### config.mk
export PLATFORM = sky130hd
export DESIGN_NAME = cdec_dpw
export DESIGN_NICKNAME = d
export VERILOG_FILES = /design/src/rtl/cdec_dpw.sv
export SDC_FILE = /design/constraint.sdc
export NUM_CORES = 1
export LEC_CHECK = 0
export ABC_AREA = 1
export CORE_UTILIZATION = 50
export CTS_CLUSTER_SIZE = 16
export DETAILED_ROUTE_END_ITERATION = 8
export PLACE_DENSITY = 0.7
export SKIP_LAST_GASP = 1
export SYNTH_ARGS = -nofsm -noshare
export SYNTH_HDL_FRONTEND = slang
export SYNTH_SLANG_ARGS = --single-unit
### constraint.sdc
create_clock -name clock -period 3.2 [get_ports clock]
set_input_delay 0.8 -clock clock [delete_from_list [all_inputs] [get_ports clock]]
set_output_delay 0.8 -clock clock [all_outputs]
set_load 0.01 [all_outputs]
### src/rtl/cdec_dpw.sv
// CDEC datapath: W-bit XBUS datapath with ALU, PC auto-increment,
// ready/ack memory FSM with timeout and registered debug readback.
module cdec_dpw #(
   parameter int W   = 8,
   parameter int NGR = 3,
   parameter int TMO = 15
) (
   input  logic         clock,
   input  logic         reset_N,
   input  logic [3:0]   xsrc,
   input  logic [3:0]   xdst,
   input  logic         xwr,
   input  logic [2:0]   aluop,
   input  logic         rwr,
   input  logic         fwr,
   input  logic         pc_inc,
   input  logic         mem_rd,
   input  logic         mem_wr,
   output logic         mem_req,
   output logic         mem_we,
   input  logic         mem_ack,
   output logic [W-1:0] adrs,
   input  logic [W-1:0] data_in,
   output logic [W-1:0] data_out,
   output logic         busy,
   output logic         bus_err,
   output logic [W-1:0] I,
   output logic [3:0]   SZCyV,
   input  logic [4:0]   resad,
   output logic [W-1:0] resdt
);
   localparam logic [1:0] ST_IDLE = 2'd0;
   localparam logic [1:0] ST_RD   = 2'd1;
   localparam logic [1:0] ST_WR   = 2'd2;

   logic [W-1:0] pc_r, i_r, t_r, r_r, mar_r, wdr_r, rdr_r, resdt_r;
   logic [3:0]   flg_r;
   logic [W-1:0] gr_r [NGR];
   logic [1:0]   state_r;
   logic [7:0]   timer_r;
   logic         bus_err_r;
   logic [W-1:0] xbus_s, alu_res_s, res_sel_s;
   logic [W:0]   wide_s;
   logic         cy_s, v_s;

   // XBUS source multiplexer; unmapped codes read as all-ones
   always_comb begin
      xbus_s = {W{1'b1}};
      case (xsrc)
         4'd0: xbus_s = pc_r;
         4'd1: xbus_s = r_r;
         4'd2: xbus_s = rdr_r;
         4'd3: xbus_s = W'(flg_r);
         default: begin
            for (int k = 0; k < NGR; k++) begin
               xbus_s = (xsrc == 4'(k + 4)) ? gr_r[k] : xbus_s;
            end
         end
      endcase
   end

   // ALU: W+1 bit result carries the carry/borrow out of the add ops
   always_comb begin
      wide_s = {(W+1){1'b0}};
      cy_s   = 1'b0;
      v_s    = 1'b0;
      case (aluop)
         3'd0: begin
            wide_s = {1'b0, xbus_s} + {1'b0, t_r};
            cy_s   = wide_s[W];
            v_s    = (xbus_s[W-1] == t_r[W-1]) && (wide_s[W-1] != xbus_s[W-1]);
         end
         3'd1: begin
            wide_s = {1'b0, xbus_s} + {1'b0, t_r} + {{W{1'b0}}, flg_r[1]};
            cy_s   = wide_s[W];
            v_s    = (xbus_s[W-1] == t_r[W-1]) && (wide_s[W-1] != xbus_s[W-1]);
         end
         3'd2: begin
            wide_s = {1'b0, xbus_s} - {1'b0, t_r};
            cy_s   = wide_s[W];
            v_s    = (xbus_s[W-1] != t_r[W-1]) && (wide_s[W-1] != xbus_s[W-1]);
         end
         3'd3: wide_s = {1'b0, xbus_s & t_r};
         3'd4: wide_s = {1'b0, xbus_s | t_r};
         3'd5: wide_s = {1'b0, xbus_s ^ t_r};
         3'd6: begin
            wide_s = {1'b0, xbus_s[W-2:0], 1'b0};
            cy_s   = xbus_s[W-1];
         end
         3'd7: begin
            wide_s = {2'b00, xbus_s[W-1:1]};
            cy_s   = xbus_s[0];
         end
         default: wide_s = {(W+1){1'b0}};
      endcase
      alu_res_s = wide_s[W-1:0];
   end

   // Datapath registers; an XBUS write to PC overrides the increment
   always_ff @(posedge clock or negedge reset_N) begin
      if (!reset_N) begin
         pc_r  <= '0;
         i_r   <= '0;
         t_r   <= '0;
         r_r   <= '0;
         mar_r <= '0;
         wdr_r <= '0;
         flg_r <= 4'd0;
         for (int k = 0; k < NGR; k++) gr_r[k] <= '0;
      end else begin
         if (xwr && xdst == 4'd0) pc_r <= xbus_s;
         else if (pc_inc)         pc_r <= pc_r + {{(W-1){1'b0}}, 1'b1};
         if (xwr && xdst == 4'd1) i_r   <= xbus_s;
         if (xwr && xdst == 4'd2) t_r   <= xbus_s;
         if (xwr && xdst == 4'd3) mar_r <= xbus_s;
         if (xwr && xdst == 4'd4) wdr_r <= xbus_s;
         for (int k = 0; k < NGR; k++) begin
            if (xwr && xdst == 4'(k + 5)) gr_r[k] <= xbus_s;
         end
         if (rwr) r_r   <= alu_res_s;
         if (fwr) flg_r <= {alu_res_s[W-1], ~|alu_res_s, cy_s, v_s};
      end
   end

   // Memory FSM; ack takes priority over a timeout in the same cycle
   always_ff @(posedge clock or negedge reset_N) begin
      if (!reset_N) begin
         state_r   <= ST_IDLE;
         timer_r   <= 8'd0;
         bus_err_r <= 1'b0;
         rdr_r     <= '0;
      end else begin
         case (state_r)
            ST_IDLE: begin
               timer_r <= 8'd0;
               if (mem_rd)      state_r <= ST_RD;
               else if (mem_wr) state_r <= ST_WR;
            end
            ST_RD, ST_WR: begin
               if (mem_ack) begin
                  state_r <= ST_IDLE;
                  if (state_r == ST_RD) rdr_r <= data_in;
               end else if (timer_r == 8'(TMO - 1)) begin
                  state_r   <= ST_IDLE;
                  bus_err_r <= 1'b1;
               end else begin
                  timer_r <= timer_r + 8'd1;
               end
            end
            default: state_r <= ST_IDLE;
         endcase
      end
   end

   // Debug resource selector
   always_comb begin
      res_sel_s = '0;
      case (resad)
         5'd0: res_sel_s = pc_r;
         5'd1: res_sel_s = i_r;
         5'd2: res_sel_s = t_r;
         5'd3: res_sel_s = r_r;
         5'd4: res_sel_s = mar_r;
         5'd5: res_sel_s = data_in;
         5'd6: res_sel_s = rdr_r;
         5'd7: res_sel_s = wdr_r;
         5'd8: res_sel_s = W'(flg_r);
         5'd9: res_sel_s = W'({state_r, bus_err_r});
         default: begin
            for (int k = 0; k < NGR; k++) begin
               res_sel_s = (resad == 5'(k + 16)) ? gr_r[k] : res_sel_s;
            end
         end
      endcase
   end

   // Debug readback register
   always_ff @(posedge clock or negedge reset_N) begin
      if (!reset_N) resdt_r <= '0;
      else          resdt_r <= res_sel_s;
   end

   assign mem_req  = (state_r != ST_IDLE);
   assign busy     = (state_r != ST_IDLE);
   assign mem_we   = (state_r == ST_WR);
   assign bus_err  = bus_err_r;
   assign adrs     = mar_r;
   assign data_out = wdr_r;
   assign I        = i_r;
   assign SZCyV    = flg_r;
   assign resdt    = resdt_r;
endmodule

* Yosys cells after proc, flatten, opt, wreduce, memory -nomap -nowiden *
Index checks and enable logic that the tools add are counted.

operators by class
  $add $sub $neg = 5
  equal/unequal tests = 44
  muxes and demuxes = 21
  bitwise logic cells = 4
  reduce and logical (&&, ||, !) cells = 26

operator list
  operator             number
  $mux 8               10
  $pmux 8 s10          1
  $pmux 8 s8           1
  $pmux 8 s4           1
  $eq 4x3->1 const B   7
  $eq 5x3->1 const B   4
  $add 8x1->8 const B  2
  $eq 4x2->1 const B   4
  $pmux 8 s2           1
  $eq 5x5->1 const B   3
  $eq 3x3->1 const B   4
  $logic_and 1x1->1    11
  $eq 5x2->1 const B   2
  $eq 5x4->1 const B   2
  $add 8x8->9          1
  $add 9x1->9          1
  $reduce_and 3->1     3
  $sub 8x8->9          1
  $and 8x8->8          1
  $eq 4x1->1 const B   2
  $eq 8x4->1 const B   1
  $logic_not 4->1      2
  $mux 2               4
  $or 8x8->8           1
  22 further kinds     30

word-level totals
  register bits after elaboration = 103
  input port bits = 33
  output and inout port bits = 40
  logic and storage cells = 115

* Longest topological paths before layout *
Gate-level depths: netlist of the first run.

  depth in word-level cells = 10
  depth in mapped cells = 27
  gate-level depth less buffers = 26

* Worst setup path before layout of the first run *
OpenSTA, ideal clock, no wires.

  path type = input -> register
  from = in xsrc[0]
  to = reg flg_r[1] (netlist: SZCyV[1])
  library setup time = 0.118 ns
  arrival = 3.468 ns
  required time = 3.082 ns
  slack = -0.386 ns
  stages on the path = 24
  buffers on the path = 1
  path through = buf_4 nand2_2 nor2_4 inv_1 o22ai_1 nor2_1 nand2_1 inv_1 ha_1 inv_1 fa_1 inv_1 ha_1 inv_1 nor2_1 nand2_1 nor2_1 nand3_1 nor2_1 nand2_1 nand2_1 nand3_1 nand2_1 o21ai_2

between the ends
  word-level cells in the longest chain between the ends = 8
  elaborated cells on any way between the ends = 15
  classes of those cells = add/sub: 3; eq/ne: 6; mux: 5; reduce/logical: 1

ends and longest elaborated chain
  element               RTL line  source
  start, declared       10        input logic [3:0] xsrc,
  $eq 4x3->1            56        xbus_s = (xsrc == 4'(k + 4)) ? gr_r[k] : xbus_s;
  $mux 8 (3 in a row)   56
  $pmux 8 s4 (*)        49        case (xsrc)
  via xbus_s[0]         42        logic [W-1:0] xbus_s, alu_res_s, res_sel_s;
  $add 8x8->9           69, 74
  $add 9x1->9           74        wide_s = {1'b0, xbus_s} + {1'b0, t_r} + {{W{1'b0}}, flg_r[1]};
  $pmux 1 s5 (*)        67        case (aluop)
  end signal, assigned  121       if (fwr) flg_r <= {alu_res_s[W-1], ~|alu_res_s, cy_s, v_s};
  end, declared         37        logic [3:0] flg_r;

Mark *: on every way through the listed nets, which the timed path passes. The rest lies on a longest branch.
A chain may end at the register's enable or synchronous reset.

* Worst setup path after layout of the first run *
Ends and elaborated chain as after synthesis.

==> run summary, run 1 <==
The total number of cells along the worst setup path came out at 25. The number of core rows is 42. Ranked by total cell area, the synthesized netlist is headed by sky130_fd_sc_hd__dfrtp_1, sky130_fd_sc_hd__nand2_1, sky130_fd_sc_hd__o21ai_0. TritonCTS created 9 clock buffers. The critical path is of the in2reg type. The first detailed-routing pass ran for 6 iterations.

The count of filler cells inserted in the layout is 1150. Clock skew on the completed layout was measured at 0.0108 ns. The die extent in y came out at 119 µm. The total number of vias came out at 7255.

Wires add up to 23100 µm. The number of nets in the layout is roughly 1200. The fraction of layout cells with a size suffix above 1 came out at 21.1%. Measured in cells, the most critical reg-to-reg path has a length of 23. The cell family contributing the most delay on the critical path is simple AND/OR/NAND/NOR gates. Synthesis inferred a little over 100 register bits. In the synthesized netlist the async set-or-reset flop fraction comes to 100%. TritonCTS built the clock tree. The maximum clock path buffer count came out at 2.

The tightest min-delay check is of the reg2reg type. The clock-pin slew on the worst setup and hold paths is 0.08 ns. The number of max-slew violations in the final report came out at 0.

The highest clock rate came out at 314 MHz. The cell area after synthesis came out at 0.00680 mm². Cells fill 69.1% of the core in the end. The routed wirelength normalized by instance count is 17.5 µm. The data required time of the critical path came out at 3.49 ns. The most critical setup path has its endpoint at SZCyV[1]. The total setup violations reported at the end of the flow came out at 0. The critical path launch point type is an input pin.

From synthesis to final layout, the design area changed by 34.6%. The total die area came out at 0.0141 mm². In this run the worst path has a maximum fanout of 6. More flip-flops sit in one register than any other, and that register is gr_r. The predominant post-synthesis flop cell is sky130_fd_sc_hd__dfrtp_1.

Max-cap violations in this run came to 0. The flow ran to the end, and the final reports show no timing, DRC or antenna violations. The number of different library cells used by synthesis comes to 50.

The register-to-register setup slack is 0.27 ns. The mean instance size in the synthesized netlist came out at 7.09 µm². In this run the critical register-to-register path is captured at SZCyV[1]. The number of global-route vias before repair was 6847. The sequential share of the synthesized area came out at 37.9%. The total DRC errors in the routed layout is 0. The power per standard cell area is 642 mW/mm². The first-pass GRT wire length came out at approximately 37000 µm. The detail route stage leaves a number of antenna-violating nets equal to 0. The total nets after synthesis is 1027. The global router's overall resource usage came out at 34.4%. The number of standard cells after synthesis came out at roughly 960. The routability congestion estimate came out at 0.977. The initial antenna violation count was 0. In this run the clock root is driven by a sky130_fd_sc_hd__clkbuf_16. The number of top-level pins came out at 73. sky130_fd_sc_hd__dfrtp_1 takes more of the synthesized area than any other cell. Subtracting the final worst setup slack from the clock period gives 3.18 ns. The cell with the largest stage delay on the worst path is sky130_fd_sc_hd__fa_2. The number of flip-flops in the largest register is 24.

By instance count, the cell type seen most on the critical path is sky130_fd_sc_hd__inv_2. The static leakage power came out at between 0.004 and 0.005 µW. CTS saw slightly above 100 sinks.

In this run the biggest area consumer among cell types represents 37.9% of the synthesized area. The worst slack on hold paths came out at 0.490 ns. Measured along the x axis, the die boundary spans 119 µm. In this run the critical register-to-register path is launched from r_r[0]. The number of H-tree branching levels is 3. The largest net degree at the start of global routing is 54. The area of the core region is ~0.013 mm². The HPWL after detailed placement is approximately 18000 µm. Together, buffers and inverters on the worst path number 6. The final cell area excluding filler cells came out at 0.00915 mm². Yosys mapped a number of flops with a built-in enable equal to 0. The number of buffers inserted by port buffering is 72. The portion of the clock cycle consumed by the worst path in the final layout came out at 99.5%. The relative max-transition margin came out at between 30% and 40%. The largest single stage delay on the critical path is around 0.44 ns.

The hold violation count in the final report is 0. The data arrival at the endpoint of the critical path is 3.48 ns. The DRC marker count from the first detailed-route iteration came out at approximately 580. The endpoint class of the critical path is a flop. The total global routing overflow came out at 0.

The yosys synthesis warning count is 0. Summing all placed instances gives a cell area of 0.00847 mm². For the pin with the worst max-slew slack, the measured transition is 0.949 ns. In the routed layout, each cell is associated on average with a via count of 5.49. The critical path starts at xsrc[0]. 0 antenna diodes ended up in the layout. The starting density of the core is 51.3%. The insertion delay of the later-clocked pin in the worst-skew pair came out at 0.37 ns. IR analysis of the VDD net gives a maximum drop of slightly below 0.5 mV. Setup repair after global routing could not meet its margin everywhere.
[metrics by stage]
step	setup WS, ns	TNS [ns]	std cells	power [µW]
after floorplan	-0.211	-0.479	959	3260
after global placement	-0.907	-8.68	1291	4450
after detailed placement	-1.01	-9.83	1291	4480
after CTS	0.00369	0	1315	5720
after global routing	-0.163	-0.500	1321	6250
final	0.0152	0	1321	5870
[power by group]
group,total (µW),switching [µW],internal (µW),leakage (µW)
logic,2720,1510,1200,0.00301
clock network,1150,575,579,0.000152
registers,2000,355,1650,0.00129
total,5870,2440,3430,0.00445
[area by class of cell]
class | instances | area (µm²) | area share, %
inverter | 136 | 518 | 5.66
clock buffer | 10 | 239 | 2.61
multi-input combinational | 700 | 3910 | 42.7
clock inverter | 6 | 67.6 | 0.738
tap | 176 | 220 | 2.41
sequential | 103 | 2580 | 28.2
timing repair buffer | 190 | 1620 | 17.7
[metal layers]
layer  part of all wire (%)  GRT usage [%]  wire, µm
met4                    2.7           12.0       624
met3                    6.5           6.52      1510
met1                     45           47.2     10300
met5                      0              0         0
met2                     46           54.3     10700
[worst min-delay path by stage]
| stage | from | slack (ns) | endpoint | cells past startpoint |
|---|---|---|---|---|
| 2_1_floorplan | gr_r[10] | 0.45 | gr_r[10] | 2 |
| 3_3_place_gp | gr_r[13] | 0.47 | gr_r[13] | 2 |
| 3_5_place_dp | gr_r[22] | 0.47 | gr_r[22] | 2 |
| 4_1_cts | gr_r[22] | 0.49 | gr_r[22] | 2 |
| 5_1_grt | gr_r[11] | 0.51 | gr_r[11] | 2 |
| 6_report | gr_r[11] | 0.49 | gr_r[11] | 2 |
[Yosys cell counts, types with 15 or more instances]
cell type / instances
sky130_fd_sc_hd__a21oi_1: 42
sky130_fd_sc_hd__nand3_1: 75
sky130_fd_sc_hd__o22ai_1: 17
sky130_fd_sc_hd__inv_1: 117
sky130_fd_sc_hd__ha_1: 33
sky130_fd_sc_hd__inv_2: 18
sky130_fd_sc_hd__nand2_1: 251
sky130_fd_sc_hd__nand4_1: 23
sky130_fd_sc_hd__nor3_1: 15
sky130_fd_sc_hd__nor2_1: 73
sky130_fd_sc_hd__o21ai_0: 103
sky130_fd_sc_hd__dfrtp_1: 103
[cells in the final DEF (no fill, tap or decap), types with 3 or more instances in the layout]
master	count
sky130_fd_sc_hd__nand2_1	233
sky130_fd_sc_hd__buf_4	117
sky130_fd_sc_hd__inv_1	107
sky130_fd_sc_hd__dfrtp_1	103
sky130_fd_sc_hd__o21ai_0	99
sky130_fd_sc_hd__nand3_1	68
sky130_fd_sc_hd__clkdlybuf4s50_1	67
sky130_fd_sc_hd__nor2_1	62
sky130_fd_sc_hd__a21oi_1	39
sky130_fd_sc_hd__ha_1	26
sky130_fd_sc_hd__inv_2	25
sky130_fd_sc_hd__nand4_1	23
sky130_fd_sc_hd__nand2_2	18
sky130_fd_sc_hd__o22ai_1	16
sky130_fd_sc_hd__nor3_1	14
sky130_fd_sc_hd__o21ai_1	10
sky130_fd_sc_hd__nor2_4	9
sky130_fd_sc_hd__nor2_2	9
sky130_fd_sc_hd__clkbuf_16	9
sky130_fd_sc_hd__nand3_2	7
sky130_fd_sc_hd__a221oi_1	6
sky130_fd_sc_hd__ha_4	6
sky130_fd_sc_hd__nand2_4	5
sky130_fd_sc_hd__o211ai_1	4
sky130_fd_sc_hd__or2_2	4
sky130_fd_sc_hd__a21oi_2	4
sky130_fd_sc_hd__buf_6	4
sky130_fd_sc_hd__inv_4	3
sky130_fd_sc_hd__a2111oi_0	3
sky130_fd_sc_hd__inv_8	3
[kinds of logic after synthesis]
group,share of synthesized area (%)
XOR/XNOR,0.387
flip-flops,37.9
adder cells (fa/ha/maj),6.66
AO/OA/AOI/OAI,16.2
buffers and inverters,9.05
AND/OR/NAND/NOR,29.8
[worst reg2reg max path, cell delays in order (launching register included)]
cell and delay [ns]:
sky130_fd_sc_hd__dfrtp_1 0.41, sky130_fd_sc_hd__inv_1 0.11, sky130_fd_sc_hd__o21ai_2 0.07, sky130_fd_sc_hd__a21oi_2 0.10, sky130_fd_sc_hd__nand3_1 0.13, sky130_fd_sc_hd__nand2_2 0.11
sky130_fd_sc_hd__inv_2 0.05, sky130_fd_sc_hd__ha_4 0.15, sky130_fd_sc_hd__inv_2 0.05, sky130_fd_sc_hd__fa_2 0.44, sky130_fd_sc_hd__inv_2 0.10, sky130_fd_sc_hd__ha_4 0.15
sky130_fd_sc_hd__inv_4 0.04, sky130_fd_sc_hd__nor2_4 0.11, sky130_fd_sc_hd__nand2_2 0.09, sky130_fd_sc_hd__nor2_4 0.10, sky130_fd_sc_hd__nand3_2 0.10, sky130_fd_sc_hd__nor2_2 0.14
sky130_fd_sc_hd__nor2_1 0.05, sky130_fd_sc_hd__nor2_1 0.10, sky130_fd_sc_hd__nand2_1 0.06, sky130_fd_sc_hd__nand3_1 0.06, sky130_fd_sc_hd__nand2_1 0.07, sky130_fd_sc_hd__o21ai_2 0.06
[timing repair]
| item | in CTS | in global routing |
|---|---|---|
| endpoints found under the setup margin | 12 | 11 |
| endpoints found under the hold margin | 0 | 0 |
| pin swaps | 21 | 38 |
| hold buffers | 0 | 0 |
| resized for setup | 51 | 53 |
| setup buffers | 8 | 7 |
(Power assumes the default switching activity.)
==> run 2, diff against run 1 <==
- CORE_MARGIN: default -> 4
- PLACE_DENSITY: 0.7 -> 0.72
- SLEW_MARGIN: default -> 10
==> run 2 against run 1 <==
Clock power rose by 3%. Core utilization barely moved. Worst hold slack improved by 0.0028 ns. Non-clock buffer count fell by 12. Cell area rose by 0.45%. Die area rose by 10%. Critical endpoint is now SZCyV[2].
==> run summary, run 2 (synthesis results as in run 1) <==
The number of global-route vias before repair was between 6000 and 7000. Setup repair after global routing could not meet its margin everywhere. 73 I/O pins were placed. The register with the most flip-flops in the layout has 24 of them.

The number of cells on the worst reg-to-reg path is 23. The endpoint class of the critical path is a flop. The worst register-to-register path has a setup slack of 0.32 ns. The detailed-routing wirelength on met1 came out at 9940 µm. The total number of vias came out at 7283.

The number of nets in the layout came out at 1196. The worst register-to-register path begins at r_r[0]. The critical path ends at SZCyV[2]. The setup slack after placement came out at -0.921 ns.

The count of clock tree sinks is 103. The number of H-tree branching levels is 3. The most frequent standard cell in the layout excluding fill and tap cells is sky130_fd_sc_hd__nand2_1. At the worst endpoint, the arrival time is 3.49 ns. After detailed routing, no signal wire sits above met4. Leaving out fill and tap cells, the most frequent cells in the layout are sky130_fd_sc_hd__nand2_1, sky130_fd_sc_hd__inv_1, sky130_fd_sc_hd__dfrtp_1, sky130_fd_sc_hd__buf_4, sky130_fd_sc_hd__o21ai_0. In this run the tightest slew margin relative to its limit is 31.8%.

The DRC marker count from the first detailed-route iteration is 716. Tracing the worst setup path back leads to its startpoint at xsrc[0]. The clock-pin slew on the worst setup and hold paths is ~0.080 ns. The largest net degree at the start of global routing is 104. The routed wirelength normalized by instance count came out at 17.6 µm. For this run, the total global-route usage over all layers was measured as 29.2%. The initial antenna violation count is 0.

The category of the critical setup timing path is in2reg. The static leakage power is 0.00440 µW. The portion of the clock cycle consumed by the worst path in the final layout is 99.3%.

The area of the core region is 0.0133 mm². The flow ran to the end, and the final reports show no timing, DRC or antenna violations. The met2 wire length is 10800 µm. The data required time of the critical path is 3.51 ns. The overall die width is around 120 µm. Once detailed placement completed, the half-perimeter wirelength came to between 15000 and 20000 µm.

The hold violation count in the final report is 0. The final wirelength is 23100 µm. The total global routing overflow came out at 0. For this run, design rule violations remaining after detail routing come to 0. The critical path launch point type is an input pin. The routability congestion estimate came out at ~1. TritonCTS created 9 clock buffers.

The first-pass GRT wire length is 36300 µm. For the final routed database, the setup TNS stands at 0 ns. The number of buffers inserted by port buffering is 72.

Compared with the post-synthesis result, the final layout area differs by 35.2%. The worst register-to-register path ends at SZCyV[1]. The maximum vdd drop came out at 0.525 mV.

The number of diodes came out at 0. The number of core rows came out at between 40 and 50. The number of max-slew violations in the final report came out at 0. Using the TritonRoute via totals, the vias-per-cell ratio works out to about 5.6. For this design, the CTS-stage hold fixing added 0 buffers. The post-layout worst setup margin came out at 0.0237 ns. The max-cap violation count came out at 0. The total die area is 0.0155 mm². The utilization after layout came out at 69.1%.

The highest clock rate is 315 MHz. The top fanout value on the critical path came out at 4. The routed length on met3 came out at ~1700 µm.

The die extent in y came out at between 100 and 150 µm. Clock latency on the worst-skew pair, taken at its later pin, is approximately 0.36 ns. The starting density of the core came out at 51.1%. More flip-flops sit in one register than any other, and that register is gr_r. The clock passes through at most 2 buffers. The root buffer cell chosen for the clock tree is sky130_fd_sc_hd__clkbuf_16. For the pin with the worst max-slew slack, the measured transition is 1.01 ns. The fraction of layout cells with a size suffix above 1 came out at 21.4%. The clock tree skew after final layout is 0.0104 ns. Once detail routing completed, the nets flagged for antenna violations numbered 0. The number of detailed-routing iterations run before antenna repair came out at 5.

TritonCTS built the clock tree. The time the final worst path needs with I/O delays and setup is 3.18 ns. The total setup violations reported at the end of the flow is 0.

The power per standard cell area is 646 mW/mm². The min-delay analysis places its worst path in the category in2async.
## run 2: worst max-delay path, cell delays in order
cell and delay [ns]:
sky130_fd_sc_hd__buf_8 0.09, sky130_fd_sc_hd__buf_8 0.12, sky130_fd_sc_hd__nor2_8 0.04, sky130_fd_sc_hd__nand2_2 0.08, sky130_fd_sc_hd__buf_4 0.12, sky130_fd_sc_hd__o21ai_1 0.05, sky130_fd_sc_hd__nor2_1 0.20, sky130_fd_sc_hd__nand2_2 0.12
sky130_fd_sc_hd__buf_4 0.16, sky130_fd_sc_hd__fa_2 0.54, sky130_fd_sc_hd__inv_2 0.06, sky130_fd_sc_hd__ha_4 0.16, sky130_fd_sc_hd__inv_2 0.07, sky130_fd_sc_hd__nor2_4 0.04, sky130_fd_sc_hd__nand2_2 0.08, sky130_fd_sc_hd__buf_4 0.11
sky130_fd_sc_hd__nand2_1 0.05, sky130_fd_sc_hd__nand3_2 0.07, sky130_fd_sc_hd__nand3_1 0.08, sky130_fd_sc_hd__nand2_1 0.10, sky130_fd_sc_hd__nand2_1 0.06, sky130_fd_sc_hd__nor2_1 0.08, sky130_fd_sc_hd__nand4_1 0.09, sky130_fd_sc_hd__nand2_1 0.07
## run 2: repair_timing
item / CTS / global route
gates resized for setup: 42 / 78
pin swaps: 18 / 45
setup buffers: 7 / 8
endpoints found under the hold margin: 0 / 0
setup endpoints to repair: 12 / 11
## run 2: area by class of cell
| cell class | count | area (µm²) |
|---|---|---|
| sequential | 103 | 2580 |
| tap | 176 | 220 |
| clock inverter | 7 | 98.8 |
| multi-input combinational | 700 | 3990 |
| fill | 1087 | 4100 |
| timing repair buffer | 178 | 1560 |
| inverter | 136 | 518 |
| clock buffer | 9 | 225 |
## run 2: through the flow
step / hold WS (ns) / cell area [µm²] / total power (µW) / cells
after floorplan: 0.453 / 6870 / 3260 / 959
after global placement: 0.468 / 8410 / 4370 / 1279
after detailed placement: 0.474 / 8410 / 4410 / 1279
after CTS: 0.493 / 8860 / 5670 / 1302
after global routing: 0.524 / 9190 / 6350 / 1309
final: 0.492 / 9190 / 5940 / 1309
## run 2: worst min-delay path by stage
stage | slack, ns | cells after the start | to | from
global placement | 0.47 | 2 | gr_r[9] | gr_r[9]
global route | 0.52 | 1 | timer_r[6] | timer_r[6]
finish | 0.49 | 2 | I[4] | reset_N
CTS | 0.49 | 2 | gr_r[22] | gr_r[22]
floorplan | 0.45 | 2 | gr_r[10] | gr_r[10]
detailed placement | 0.47 | 2 | gr_r[22] | gr_r[22]
## run 2: power by group
group,internal (µW),switching [µW]
Clock,632,562
Sequential,1650,351
Combinational,1210,1540
## run 2: layer usage
metal  global-route usage, %  up-vias
met5                       0        -
met4                    8.32        0
met3                    5.62       51
met2                    46.7      304
met1                    40.5     3418
li1                        -     3510
